--- src/rtl/shared_reg_arbiter_pkg.sv ---
// Shared definitions for the shared-register arbiter: FSM state encodings.
package shared_reg_arbiter_pkg;

  typedef enum logic {
    ST_IDLE  = 1'b0,
    ST_OWNED = 1'b1
  } arb_state_t;

endpackage

--- src/rtl/shared_reg_arbiter_rr_pick.sv ---
// Combinational round-robin picker: first set bit of (req & ~mask) starting at ptr.
module rr_pick #(
  parameter  int NREQ = 4,
  localparam int IW   = $clog2(NREQ)
) (
  input  logic [NREQ-1:0] req,
  input  logic [NREQ-1:0] mask,
  input  logic [IW-1:0]   ptr,
  output logic            valid,
  output logic [IW-1:0]   idx
);

  logic [NREQ-1:0] cand;

  assign cand = req & ~mask;

  // Scan from farthest to nearest so the nearest hit is the last one written.
  always_comb begin
    valid = 1'b0;
    idx   = '0;
    for (int k = NREQ - 1; k >= 0; k--) begin
      if (cand[(int'(ptr) + k) % NREQ]) begin
        valid = 1'b1;
        idx   = IW'((int'(ptr) + k) % NREQ);
      end
    end
  end

endmodule

--- src/rtl/shared_reg_arbiter.sv ---
// Round-robin arbiter granting NREQ requesters write access to one shared WIDTH-bit register.
module shared_reg_arbiter
  import shared_reg_arbiter_pkg::*;
#(
  parameter  int               NREQ    = 4,
  parameter  int               WIDTH   = 8,
  parameter  logic [WIDTH-1:0] RST_VAL = '0,
  localparam int               IW      = $clog2(NREQ)
) (
  input  logic                  clk,
  input  logic                  rst_n,
  input  logic [NREQ-1:0]       req,
  input  logic [NREQ-1:0]       lock,
  input  logic [NREQ*WIDTH-1:0] wdata,
  output logic [NREQ-1:0]       gnt,
  output logic [NREQ-1:0]       ack,
  output logic [WIDTH-1:0]      q,
  output logic [IW-1:0]         owner,
  output logic                  busy
);

  arb_state_t             state, state_n;
  logic [IW-1:0]          ptr, ptr_n, owner_n, owner_nxt;
  logic [NREQ-1:0]        gnt_n, ack_n, pick_mask;
  logic [IW-1:0]          pick_ptr, pick_idx;
  logic                   pick_vld, we, keep;
  logic [NREQ-1:0][WIDTH-1:0] wd;
  logic [WIDTH-1:0]       q_n;

  assign wd        = wdata;
  assign busy      = (state == ST_OWNED);
  assign we        = busy && req[owner];
  assign keep      = req[owner] && lock[owner];
  assign owner_nxt = (owner == IW'(NREQ - 1)) ? '0 : owner + IW'(1);

  // While owned, the handoff search starts just past the owner and skips it.
  always_comb begin
    pick_mask = '0;
    pick_ptr  = ptr;
    if (busy) begin
      pick_mask[owner] = 1'b1;
      pick_ptr         = owner_nxt;
    end
  end

  rr_pick #(.NREQ(NREQ)) u_pick (
    .req   (req),
    .mask  (pick_mask),
    .ptr   (pick_ptr),
    .valid (pick_vld),
    .idx   (pick_idx)
  );

  always_comb begin
    state_n = state;
    ptr_n   = ptr;
    gnt_n   = gnt;
    owner_n = owner;
    ack_n   = '0;
    case (state)
      ST_IDLE: begin
        if (pick_vld) begin
          state_n         = ST_OWNED;
          owner_n         = pick_idx;
          gnt_n           = '0;
          gnt_n[pick_idx] = 1'b1;
        end
      end
      ST_OWNED: begin
        if (we) ack_n[owner] = 1'b1;
        if (!keep) begin
          ptr_n = owner_nxt;
          if (pick_vld) begin
            owner_n         = pick_idx;
            gnt_n           = '0;
            gnt_n[pick_idx] = 1'b1;
          end else begin
            state_n = ST_IDLE;
            gnt_n   = '0;
          end
        end
      end
      default: begin
        state_n = ST_IDLE;
        gnt_n   = '0;
      end
    endcase
  end

  // Storage D-input mux: load the owner's data or recirculate q.
  assign q_n = we ? wd[owner] : q;

  always_ff @(posedge clk or negedge rst_n) begin
    if (!rst_n) begin
      state <= ST_IDLE;
      ptr   <= '0;
      gnt   <= '0;
      owner <= '0;
      ack   <= '0;
      q     <= RST_VAL;
    end else begin
      state <= state_n;
      ptr   <= ptr_n;
      gnt   <= gnt_n;
      owner <= owner_n;
      ack   <= ack_n;
      q     <= q_n;
    end
  end

endmodule

--- config.mk ---
export PLATFORM = sky130hd
export DESIGN_NAME = shared_reg_arbiter
export DESIGN_NICKNAME = d
export VERILOG_FILES = /design/src/rtl/shared_reg_arbiter_pkg.sv /design/src/rtl/shared_reg_arbiter_rr_pick.sv /design/src/rtl/shared_reg_arbiter.sv
export SDC_FILE = /design/constraint.sdc
export NUM_CORES = 1
export LEC_CHECK = 0
export ABC_AREA = 1
export BUFFER_PORTS_ARGS = -buffer_cell sky130_fd_sc_hd__buf_2
export CAP_MARGIN = 40
export CORE_MARGIN = 2
export CORE_UTILIZATION = 49
export CTS_CLUSTER_SIZE = 16
export DETAILED_ROUTE_END_ITERATION = 16
export HOLD_SLACK_MARGIN = 0.05
export MAX_ROUTING_LAYER = met4
export PLACE_DENSITY = 0.92
export REMOVE_ABC_BUFFERS = 1
export SLEW_MARGIN = 20
export SYNTH_ARGS = -nofsm -noshare
export SYNTH_HDL_FRONTEND = slang
export SYNTH_SLANG_ARGS = --single-unit
--- constraint.sdc ---
create_clock -name clk -period 2.63 [get_ports clk]
set_input_delay 0.3945 -clock clk [delete_from_list [all_inputs] [get_ports clk]]
set_output_delay 0.3945 -clock clk [all_outputs]
set_load 0.02 [all_outputs]
==> impl_metrics.ini <==
[final_layout]
fill_cells = 282
drive_gt1_frac = 0.354
antennaDiodeCount = 0
area_growth_pct = 24.2
fin_cells = 329
final_core_util = 0.642
fin_nets = 333

[global_routing]
track_usage = 0.265
antenna_found_initial = 0
grt_max_degree = 27
grt_pass1_vias = 1748
grt_remaining_overflow = 0
grt_pass1_wl_mm = 7.15

[clocking]
clock-sinks = 21
post-cts-setup-buffers = 0
cts_max_path_buffers = 2
cts_resized = 0
htree_levels = 1
numCtsBuffers = 3
cts_root_buf = clkbuf_4
insertion_delay_ps = 310
cts_tree = built
cts_hold_buffers = 1
path_clk_slew_ps = 120

[timing]
fin_skew_ps = 7.01
tightestPinTransition_ps = 475
period_share = 0.843
final-setup-viol-count = 0
rsz0062_at_grt = false
slew_viol_final = 0
max_freq_mhz = 451
fin_ws_ps = 413
slew-limit-headroom = 0.682
min_period_ps = 2220
finalHoldViolCount = 0

[place]
place.gp.congestion = 0.876
numPlacedInstances = 324
pre_cts_slack_ps = 440
port_buffers = 60
dp_hpwl_mm = 3.16

[critical_path]
cp-start-kind = flop
cp_data_arrival_time_ps = 2420
cp-end-kind = flop
critical_path_class = flop to flop
critPathMaxFanout = 26
worstPathRequired_ps = 2840

[pwr]
switching_power_mw = 1.71
ir_drop_v = 0.00103
clock_power_share = 0.050
p_int_mw = 1.39
pwr-share-seq = 0.182
pwr-share-comb = 0.767
powerDensity_mw_per_mm2 = 1580
power.static_leakage_nw = 1.11
p_sw_frac = 0.551

[die]
core.rowCount = 20
dieArea_sq_mm = 0.00369
die_w_um = 60.8
coreArea_sq_mm = 0.00305
chipHeight_um = 60.8
start_util = 0.517
pin_count = 61

[route]
drc = 0
first_iter_violations = 37
wirelength_mm = 4.09
drt.antenna.violating_nets = 0
wl_per_cell_um = 12.4
viasPerCell = 5.14
dr_total_vias = 1691
drt_pass1_iterations = 4

[logic_synthesis]
ys.flop_type = dfrtp_1
synthTopCellsByArea = dfrtp_1 (33%), nand2_1 (13%), nand3_1 (7.0%), nor2_1 (6.7%), o21ai_0 (6.3%)
yosysTopAreaCell = dfrtp_1
synth_seq_cells = 21
async_flop_share = 1.00
synth_edf_count = 0
synth_most_common_cell = nand2_1
netlist_instances = 223
synth_warnings = 0
synth_top_area_share = 0.333
syn_area_sq_mm = 0.00158
synth_seq_area_share = 0.333
syn_avg_cell_area_sq_um = 7.08
synthDistinctLibCells = 26
synth_common_cells = nand2_1 (53), nor2_1 (28), nand3_1 (22)

[hold_path]
min_path_type = input pin to flop

[job]
cap_violations = 0

[run_status]
status = completed
[cell usage in the layout, fill, tap and decap left out, drive strengths merged]
cell type / Yosys / layout
clkbuf: 1 / 3
nand2: 70 / 70
mux2: 8 / 8
or2: 1 / 1
dlygate4sd3: 0 / 1
o22ai: 9 / 9
clkinv: 0 / 1
nand3: 22 / 22
buf: 6 / 64
dfrtp: 21 / 21
o31ai: 1 / 1
ha: 5 / 5
nor2: 30 / 30
o21ai: 23 / 23
and3: 1 / 1
inv: 20 / 20
a21oi: 5 / 5
[power by group through the flow]
stage                     Sequential (mW)  Combinational, mW  Clock, mW
after CTS                           0.564               2.36      0.164
after global routing                0.583               2.68      0.175
final                               0.563               2.37      0.156
after detailed placement            0.570               2.34          0
after global placement              0.564               2.28          0
after floorplan                     0.771               1.59          0
[critical path: stages, from the launching register on]
cell and delay (ps):
dfrtp_1 390, buf_4 220, ha_1 260, nor2_1 150
nand2_2 150, nand2_4 160, nand2_1 80, nand3_1 110
nand2_1 100, a21oi_2 120, nand2_2 90, nand2_4 110
nor2_1 70, nand3_1 70, nand2_1 50
[flip-flops by register name, summed over array words and instances (netlist names)]
register	count
ptr	2
busy	1
owner	2
ack	4
gnt	4
q	8
[stage by stage]
step           cell area (sq um)  hold slack (ps)  setup TNS [ps]  power [mW]
3_3_place_gp                1920              376               0        2.85
5_1_grt                     1960              488               0        3.44
3_5_place_dp                1920              376               0        2.91
4_1_cts                     1960              474               0        3.09
2_1_floorplan               1540             98.9           -21.1        2.36
6_report                    1960              486               0        3.09
[layer usage]
layer  track usage  vias up  share of wire
li1              -      851              -
met2         0.481       53           0.53
met3        0.0426        6          0.038
met4        0.0932        0          0.014
met5             -        -              0
met1         0.291      781           0.42
[final timing paths]
kind	cells after the start	slack [ps]	from	endpoint
max	14	410	owner[0]$_DFFE_PN0P_	gnt[2]$_DFFE_PN0P_
min	4	490	wdata[7]	q[7]$_DFFE_PN0P_
max reg2reg	14	410	owner[0]$_DFFE_PN0P_	gnt[2]$_DFFE_PN0P_
min reg2reg	1	510	q[2]$_DFFE_PN0P_	q[2]$_DFFE_PN0P_
max in group asynchronous	2	1750	rst_n	owner[1]$_DFFE_PN0P_
min in group asynchronous	2	550	rst_n	ack[1]$_DFF_PN0_
[layout make-up]
cell class,count,area [sq um],area share
multi-input combinational,175,937,0.478
sequential,21,526,0.268
timing repair buffer,65,340,0.174
inverter,20,75.1,0.0383
tap,44,55.1,0.0281
clock buffer,3,22.5,0.0115
clock inverter,1,5.00,0.00255
[cells by family after synthesis]
| group | Yosys count | synth area share |
|---|---|---|
| flip-flops | 21 | 0.333 |
| AO/OA/AOI/OAI | 38 | 0.136 |
| buffers and inverters | 27 | 0.0737 |
| adder cells (fa/ha/maj) | 5 | 0.0396 |
| AND/OR/NAND/NOR | 124 | 0.361 |
| multiplexers | 8 | 0.0571 |
No activity file was read; power rests on OpenSTA's default activity.
